**src/rtl/seq_detect_param.sv**
```systemverilog
// Parametrised serial bit-pattern detector.
// Mealy `match` output. Supports a pattern that can be loaded at run time, a
// data-valid qualifier, overlapping, non-overlapping and latching match modes,
// and a saturating hit counter.
module seq_detect_param #(
  parameter int             LEN     = 4,
  parameter logic [LEN-1:0] PATTERN = 4'b1001,
  parameter int             CW      = 8
) (
  input  logic           clk,
  input  logic           reset,
  input  logic           en,
  input  logic           data,
  input  logic [1:0]     mode,
  input  logic           clear,
  input  logic           pattern_load,
  input  logic [LEN-1:0] pattern_in,
  output logic           match,
  output logic           locked,
  output logic [CW-1:0]  hit_count
);

  localparam int             FW        = $clog2(LEN);
  localparam logic [FW-1:0]  FILL_FULL = FW'(LEN - 1);
  localparam logic [CW-1:0]  CNT_MAX   = '1;

  typedef enum logic [1:0] {
    MODE_OVERLAP    = 2'b00,
    MODE_NONOVERLAP = 2'b01,
    MODE_LATCH      = 2'b10,
    MODE_RESERVED   = 2'b11
  } mode_e;

  logic [LEN-2:0] hist;      // previously accepted bits, newest in the LSB
  logic [FW-1:0]  fill;      // number of valid bits held in hist
  logic [LEN-1:0] pat;       // active pattern, MSB is the first bit received
  logic [LEN-1:0] window;    // candidate pattern formed with the incoming bit
  logic           raw;
  logic [CW-1:0]  cnt_inc;
  mode_e          eff_mode;

  // The reserved mode code behaves exactly like overlapping mode.
  assign eff_mode = (mode == MODE_RESERVED) ? MODE_OVERLAP : mode_e'(mode);

  assign window  = {hist, data};
  assign raw     = en & (fill == FILL_FULL) & (window == pat);
  assign cnt_inc = (hit_count == CNT_MAX) ? hit_count : hit_count + CW'(1);

  // A match in a clear or pattern-load cycle is suppressed because that cycle
  // discards the stream instead of consuming it.
  assign match = ~reset & ~clear & (locked | (raw & ~pattern_load));

  // Shift history, track fill level, and update the latch flag and hit counter.
  // NOTE: all state here uses non-blocking assignments, so each branch reads the
  // pre-edge values of hist/fill/locked/hit_count no matter the statement order.
  always_ff @(posedge clk or posedge reset) begin
    if (reset) begin
      hist      <= '0;
      fill      <= '0;
      pat       <= PATTERN;
      locked    <= 1'b0;
      hit_count <= '0;
    end else if (clear) begin
      hist      <= '0;
      fill      <= '0;
      locked    <= 1'b0;
      hit_count <= '0;
    end else if (pattern_load) begin
      pat  <= pattern_in;
      hist <= '0;
      fill <= '0;
    end else if (en) begin
      if (raw && eff_mode == MODE_NONOVERLAP) begin
        // The next match in this mode must be built from LEN fresh bits.
        hist <= '0;
        fill <= '0;
      end else begin
        hist <= window[LEN-2:0];
        if (fill != FILL_FULL) begin
          fill <= fill + FW'(1);
        end
      end

      if (raw) begin
        if (eff_mode == MODE_LATCH) begin
          // In latching mode only the first match is counted.
          if (!locked) begin
            locked    <= 1'b1;
            hit_count <= cnt_inc;
          end
        end else begin
          hit_count <= cnt_inc;
        end
      end
    end
  end

endmodule

```
**config.mk**
```make
export PLATFORM = sky130hd
export DESIGN_NAME = seq_detect_param
export DESIGN_NICKNAME = d
export VERILOG_FILES = /design/src/rtl/seq_detect_param.sv
export SDC_FILE = /design/constraint.sdc
export NUM_CORES = 1
export LEC_CHECK = 0
export ABC_CLOCK_PERIOD_IN_PS = 3400
export CAP_MARGIN = 30
export CORE_MARGIN = 2
export CORE_UTILIZATION = 40
export CTS_CLUSTER_DIAMETER = 150
export DETAILED_ROUTE_END_ITERATION = 7
export GPL_TIMING_DRIVEN = 0
export PLACE_DENSITY = 0.7
export REMOVE_ABC_BUFFERS = 1
export SYNTH_ARGS = -nofsm -noshare
export SYNTH_HDL_FRONTEND = slang
export SYNTH_SLANG_ARGS = --single-unit
```
**constraint.sdc**
```tcl
create_clock -name clk -period 3.4 [get_ports clk]
set_input_delay 0.68 -clock clk [delete_from_list [all_inputs] [get_ports clk]]
set_output_delay 0.68 -clock clk [all_outputs]
set_load 0.05 [all_outputs]
```
# Yosys cells after proc, flatten, opt, wreduce, memory -nomap -nowiden
# Cells that the tools add are included.
# word_totals
register_bits	18
in_bits	12
# op_classes
n_mux	22
eq_ne	9
n_addsub	2
bitwise	9
reduce_logical	10
# op_table
cell	n
2-to-1 mux 8 bit	7
2-to-1 mux 2 bit	6
2-to-1 mux 3 bit	4
adder 8 x 1 -> 8 bit, second input constant	1
== test 8 bit, second input constant	1
AND reduction 4 bit	2
== test 2 bit, second input constant	3
nonzero test 2 bit	3
bitwise AND 1 bit	5
2-to-1 mux 1 bit	5
== test 4 bit	1
inequality test 2 bit, second input constant	2
AND reduction 2 bit	2
nonzero test 4 bit	1
inequality test 3 bit, second input constant	1
inverter 1 bit	3
nonzero test 3 bit	1
adder 2 x 1 -> 2 bit, second input constant	1
== test 2 x 1 -> 1 bit, second input constant	1
logical AND 1 bit	1
OR 1 bit	1

# Logic depth before layout (Yosys ltp)
# Gate-level depths: netlist (run 1).
# depth
word_depth	8
ltp_mapped	7

# Worst setup path after synthesis (run 1)
# Ideal clock, no wire load.
# synth_timing
path_type	input -> output
from	input en
to	output match
t_arrival_ns	2.314
slack_ns	0.406
path_stages	6
required_ns	2.720
path_cell_list	nand2_1 -> or2_1 -> clkbuf_1 -> nor2_1 -> nor2_1 -> nor3_1
# synth_via
elab_chain_cells	5
# synth_rtl
item	line	text
start: declaration	12	input logic en,
bitwise AND 1 bit (2 in series)	46	assign raw = en & (fill == FILL_FULL) & (window == pat);
bitwise AND 1 bit	51	assign match = ~reset & ~clear & (locked | (raw & ~pattern_load));
OR 1 bit	51	
bitwise AND 1 bit	51	
end: declaration	18	output logic match,
# No other way between the ends.

# Worst setup path after layout (run 1)
# Same ends and word-level chain as after synthesis.

==> metrics.csv, run 1 <==
metric,value,unit
status,"finished, final reports clean",
Final Max Tran Viols,0,
CP Capture Type,primary output,
Yosys cell types,35,
slowest library cell on the worst path,clkdlybuf4s50_1,
Required @ worst endpoint,2.72,ns
Fmax,323,MHz
largest net degree at the start of global routing,19,
Worst-Skew Late Latency,0.30,ns
total power,0.000414,W
maximum VDD drop,0.206,mV
# hold bufs at CTS,0,
combinational fraction of design power,12.1,%
Worst Setup Path Type,in2out,
Synth Instances,99,
vias per inst,5.23,
Via Count,789,
Tcrit/Tclk final,91.1,%
total track usage,15.7,%
Wirelength per Cell,12.8,um
Initial DRC Count,12,
Starting Density,41.1,%
Worst Hold Class,reg2reg,
Synth area leader,dfrtp_1,
Period minus WS final,3.10,ns
sequential fraction of the synthesis area,45.8,%
layout cells sized above 1,14.9,%
Internal Power,0.000317,W
worst-margin pin slew,0.705,ns
Startpoint Class,input pin,
Max Fanout on Critical Path,11,
Routed WL,1940,um
"Hold Violations, Final",0,
Placed Cells incl. Taps,147,
# diodes,0,
fin nets,136,
share of the synthesized area in the top cell type,40.5,%
clock root buffer,clkbuf_4,
CP Cell Sequence,clkdlybuf4s50_1 -> nand2_1 -> or2_1 -> nor2_1 -> nor2_1 -> nor3_1 -> clkbuf_2,
YS warnings,0,
Die Wd,53.7,um
sequential share of power,55.8,%
Ports,22,
core footprint,2410,um^2
"Cell Area, Synth",990,um^2
drt pass-1 iters,4,
number of max-cap violations,0,
number of enable flip-flop cells after synthesis,0,
CTS Buf Count,3,
die footprint,2890,um^2
CTS max path bufs,2,
synth top area cells,"dfrtp_1, xnor2_1, nor2_1",
H-tree depth,1,
"Cell Count, Final, Fillers Out",151,
leakage power,0.527,nW
Async SR Flop Fraction,100,%
I/O Buffers,21,
Worst EP arrival,2.42,ns
initial antenna violation count,0,
synthesized area per cell,10.0,um^2
final setup violating endpoints,0,
Main synth FF type,dfrtp_1,
first-pass GRT wire length,3210,um
Slew HR,53.0,%
row count,18,
crit-path most repeated cell,nor2_1,
clock power share,32.2,%
Layout Skew,0.00200,ns
Area Overhead vs Synth,27.1,%
"Clk pin slew, worst setup/hold paths",0.10,ns
GRT overflow,0,
"slowest stage delay, CP",0.66,ns
number of synthesized register bits,18,
post-CTS setup buffer count,0,
clk sink count,18,
residual DRC count,0,
RD Place Congestion,0.758,
DIE HEIGHT,53.7,um
post-cts resize count,1,
vias in the first global route,736,
Switch Pwr,0.0000969,W
switching share of power,23.4,%
Final WS setup,0.301,ns
dpl ws,-0.218,ns
Routed Antenna Nets,0,
Power Dens Cells,329,nW/um^2
Post-DP HPWL,1440,um
CTS tree,done,
RSZ-0062 raised after global routing,false,
==> power by group through the flow <==
stage | sequential (W) | combinational, W | clock [W]
3_5_place_dp | 0.000235 | 0.0000507 | 0
6_report | 0.000231 | 0.0000500 | 0.000133
2_1_floorplan | 0.000234 | 0.0000286 | 0
4_1_cts | 0.000231 | 0.0000508 | 0.000138
5_1_grt | 0.000232 | 0.0000555 | 0.000148
3_3_place_gp | 0.000235 | 0.0000492 | 0
==> through the flow <==
| step | util (%) | hold slack [ns] | TNS, ns | instance area, um^2 |
|---|---|---|---|---|
| finish | 52.2 | 0.542 | 0 | 1260 |
| global route | 52.2 | 0.572 | 0 | 1260 |
| CTS | 52.3 | 0.549 | 0 | 1260 |
| detailed placement | 50.9 | 0.525 | -0.218 | 1230 |
| global placement | 50.9 | 0.515 | -0.182 | 1230 |
| floorplan | - | 0.502 | 0 | 978 |
==> kinds of logic after synthesis <==
| family | share of synthesized area, % |
|---|---|
| DFF | 45.8 |
| xor gates and xnor gates | 7.08 |
| and+or+nand+nor | 29.1 |
| muxes | 6.70 |
| adders and majority gates | 2.53 |
| buffers and inverters | 2.28 |
| AOI/OAI and AO/OA | 6.57 |
==> routing by layer <==
metal / up-vias / global-route usage [%] / share of wire (%)
li1: 392 / - / -
met1: 375 / 19.9 / 48
met2: 18 / 24.4 / 46
met3: 4 / 3.61 / 5.0
met4: 0 / 8.97 / 1.8
met5: - / 0 / 0
==> placed cells by master (no fill, tap or decap), types with 2 or more instances in the layout <==
cell type,count
nor2_1,16
nand2b_1,2
ha_1,2
clkbuf_4,3
nand3b_1,2
a31oi_1,4
nor4_1,3
mux2_2,4
nand2_1,4
inv_1,3
dfrtp_1,16
and3_1,2
clkdlybuf4s50_1,20
xnor2_1,8
nand3_1,4
dfstp_2,2
nor2b_1,5
==> worst paths after layout <==
check,start,endpoint,slack [ns],depth (start not counted)
worst min-delay path,pat[2]$_DFFE_PP0P_,pat[2]$_DFFE_PP0P_,0.54,1
worst min register to register,pat[2]$_DFFE_PP0P_,pat[2]$_DFFE_PP0P_,0.54,1
max in group asynchronous,reset,hit_count[0]$_DFFE_PP0P_,2.13,2
worst max register to register,fill[0]$_DFFE_PP0P_,hit_count[5]$_DFFE_PP0P_,1.40,6
worst max-delay path,en,match,0.30,7
min in group asynchronous,reset,locked$_DFFE_PP0P_,0.82,2
==> registers in the layout, summed over array words and instances (netlist names) <==
signal,count
fill,2
hist,3
hit_count,8
locked,1
pat,4
==> critical path, delay by kind of cell <==
| kind | cells | cell delay, ns |
|---|---|---|
| simple gates | 5 | 0.76 |
| buf+inv | 2 | 0.97 |
==> cell usage after synthesis, types with 2 or more instances <==
library cell / number
nand3_1: 4
nand3b_1: 2
nor4_1: 3
nor2_1: 16
dfrtp_1: 16
mux2_2: 4
nand2_1: 4
inv_1: 3
nor2b_1: 5
clkbuf_1: 3
xnor2_1: 8
ha_1: 2
a31oi_1: 4
and3_1: 2
dfstp_2: 2
nand2b_1: 2
==> final cells by class <==
| type | count | area, um^2 |
|---|---|---|
| tap | 30 | 37.5 |
| clock buffer | 4 | 36.3 |
| timing repair buffer | 21 | 205 |
| inverter | 3 | 11.3 |
| sequential | 18 | 453 |
| multi-input combinational | 75 | 514 |
| fill | 230 | 1150 |
(Power assumes the default switching activity.)
==> inputs of run 2 (changes only) <==
Settings changed: ABC_CLOCK_PERIOD_IN_PS 3400 to 2900, CORE_UTILIZATION 40 to 35, PLACE_DENSITY 0.7 to 0.63, SLEW_MARGIN from default to 10.
Clock period 3.4 ns to 2.9 ns, I/O delays scaled along.
==> run 2 against run 1 <==
Routed wire length is 0.26% higher. Via count fell by 1.3%. Clock power increased by 17%. Die area is 13% higher. Clock skew up 0.0021 ns. Setup slack got worse by 0.11 ns. Non-clock buffer count unchanged. Power is 17% higher. Combinational power up 17%. Sequential power up 17%. Critical path type unchanged. Critical endpoint unchanged. Largest cell class unchanged. Largest power group unchanged.
==> metrics.csv, run 2 (synthesis results as in run 1) <==
metric,value,unit,change
critical path capture point,match,,
Max Fanout on Critical Path,7,,-4
clock power share,32.0,%,-0.2 points
die footprint,3270,um^2,+13%
Placed Cells incl. Taps,148,,+0.68%
row count,19,,+1
total track usage,13.0,%,-2.7 points
"slowest stage delay, CP",0.50,ns,-0.16 ns
sequential share of power,55.9,%,about the same
Crit path max-delay family,buffers and inverters,,
R2R Setup Slk,0.84,ns,-0.56 ns
crit path buf inv count,2,,unchanged
worst-margin pin slew,0.680,ns,-0.0249 ns
worst-case reg-to-reg path depth,6,,unchanged
RD Place Congestion,0.684,,-9.8%
CTS Buf Count,3,,unchanged
CTS max path bufs,2,,unchanged
leakage power,0.529,nW,+0.44%
Internal Power,0.000371,W,+17%
largest net degree at the start of global routing,19,,unchanged
number of max-cap violations,0,,unchanged
CP Capture Type,primary output,,
crit path launch,data,,
Initial DRC Count,17,,+5
Worst Setup Path Type,in2out,,
layout cells sized above 1,14.9,%,unchanged
Area Overhead vs Synth,27.1,%,unchanged
vias per inst,5.13,,-1.9%
drt pass-1 iters,4,,unchanged
vias in the first global route,749,,+1.8%
# diodes,0,,unchanged
Final Util,46.4,%,-5.8 points
Ports,22,,unchanged
Top Registers,"hit_count x8, pat x4, hist x3",,
Period minus WS final,2.71,ns,
Worst Hold Class,reg2reg,,
"Hold Violations, Final",0,,unchanged
H-tree depth,1,,unchanged
most frequent cells in the layout,"clkdlybuf4s50_1, nor2_1, dfrtp_1, xnor2_1, nor2b_1",,
r2r startpoint,fill[0]$_DFFE_PP0P_,,
final setup violating endpoints,0,,unchanged
Startpoint Class,input pin,,
Wirelength per Cell,12.8,um,-0.40%
FF-to-FF End,hit_count[5]$_DFFE_PP0P_,,
Routed WL,1940,um,+0.26%
"Cell Count, Final, Fillers Out",152,,+0.66%
Tcrit/Tclk final,93.3,%,
combinational fraction of design power,12.1,%,about the same
RSZ-0062 raised after global routing,false,,
clk sink count,18,,unchanged
largest register by flop count,hit_count,,
DIE HEIGHT,57.2,um,+6.4%
Required @ worst endpoint,2.32,ns,-0.40 ns
Final WS setup,0.193,ns,-0.108 ns
Routed Antenna Nets,0,,unchanged
Via Count,779,,-1.3%
Worst-Skew Late Latency,0.29,ns,about the same
post-CTS setup buffer count,0,,unchanged
fin nets,136,,unchanged
Post-DP HPWL,1440,um,-0.28%
maximum VDD drop,0.251,mV,+22%
slowest library cell on the worst path,clkdlybuf4s50_1,,
Layout Skew,0.00413,ns,+0.00213 ns
core footprint,2710,um^2,+12%
status,"finished, final reports clean",,
Slew HR,54.6,%,+1.7 points
logic depth of the worst setup path including buffers,7,,unchanged
initial antenna violation count,0,,unchanged
first-pass GRT wire length,3290,um,+2.6%
Die Wd,57.2,um,+6.4%
Power Dens Cells,385,nW/um^2,+17%
fillers,270,,+17%
max reg flops,8,,unchanged
Fmax,369,MHz,
"Clk pin slew, worst setup/hold paths",0.10,ns,about the same
clock root buffer,clkbuf_4,,
CP Cell Sequence,clkdlybuf4s50_1 -> xnor2_1 -> nand4_2 -> nor2_1 -> nor2_1 -> nor3_1 -> buf_2,,
I/O Buffers,21,,unchanged
Starting Density,36.5,%,-4.6 points
CTS tree,done,,
Switch Pwr,0.000113,W,+17%
switching share of power,23.3,%,-0.062 points
"commonest non-fill, non-tap cell in the layout",clkdlybuf4s50_1,,
dpl ws,-0.517,ns,-0.299 ns
GRT overflow,0,,unchanged
# hold bufs at CTS,0,,unchanged
Final Max Tran Viols,0,,unchanged
Worst EP arrival,2.13,ns,-0.29 ns
residual DRC count,0,,unchanged
crit-path most repeated cell,nor2_1,,
[run 2: cell types whose count changed in the layout (fill, tap and decap cells not counted)]
| cell | change |
|---|---|
| dlygate4sd2_1 | +1 |
| clkbuf_2 | -1 |
| buf_2 | +1 |
| clkdlybuf4s50_1 | -1 |
[run 2: per-stage QoR]
stage / total power (W) / hold WS (ns) / setup TNS (ns) / cell area, um^2
6_report: 0.000484 / 0.551 / 0 / 1260
5_1_grt: 0.000510 / 0.568 / 0 / 1260
3_3_place_gp: 0.000334 / 0.514 / -0.508 / 1230
2_1_floorplan: 0.000307 / 0.502 / 0 / 978
3_5_place_dp: 0.000335 / 0.526 / -0.517 / 1230
4_1_cts: 0.000494 / 0.553 / 0 / 1260
[run 2: layout make-up]
class	count	area (um^2)	share of cell area, %
Multi-Input combinational cell	75	514	40.9
Inverter	3	11.3	0.896
Tap cell	31	38.8	3.08
Timing Repair Buffer	21	204	16.2
Sequential cell	18	453	36.0
Clock buffer	4	36.3	2.89
[run 2: worst reg2reg max path, stage by stage, from the launching register on]
cell	delay (ns)
dfrtp_1	0.42
ha_1	0.25
nand2_1	0.09
or2_1	0.31
nor3_2	0.33
and3_1	0.22
mux2_1	0.32
[run 2: per-layer routing]
| metal | part of all wire, % | vias to the layer above | track usage (%) |
|---|---|---|---|
| met2 | 48 | 13 | 20.9 |
| met1 | 47 | 368 | 16.3 |
| met3 | 4.1 | 2 | 4.76 |
| met5 | 0 | - | 0 |
| met4 | 0.82 | 0 | 4.32 |
| li1 | - | 396 | - |
[run 2: worst min-delay path by stage]
stage,startpoint,end,cells after the start
3_3_place_gp,pat[1]$_DFFE_PP0P_,pat[1]$_DFFE_PP0P_,1
2_1_floorplan,pat[1]$_DFFE_PP0P_,pat[1]$_DFFE_PP0P_,1
5_1_grt,pat[1]$_DFFE_PP0P_,pat[1]$_DFFE_PP0P_,1
3_5_place_dp,pat[1]$_DFFE_PP0P_,pat[1]$_DFFE_PP0P_,1
6_report,pat[1]$_DFFE_PP0P_,pat[1]$_DFFE_PP0P_,1
4_1_cts,pat[1]$_DFFE_PP0P_,pat[1]$_DFFE_PP0P_,1
[run 2: repair_timing]
item,CTS,global route
pin swaps,0,0
endpoints found under the setup margin,1,1
resized for setup,6,1
[run 2: power groups by stage]
stage | Sequential [W] | Clock (W) | Combinational (W)
after floorplan | 0.000274 | 0 | 0.0000335
after global placement | 0.000275 | 0 | 0.0000583
after detailed placement | 0.000275 | 0 | 0.0000597
after CTS | 0.000271 | 0.000164 | 0.0000594
after global routing | 0.000272 | 0.000174 | 0.0000634
final | 0.000271 | 0.000155 | 0.0000585
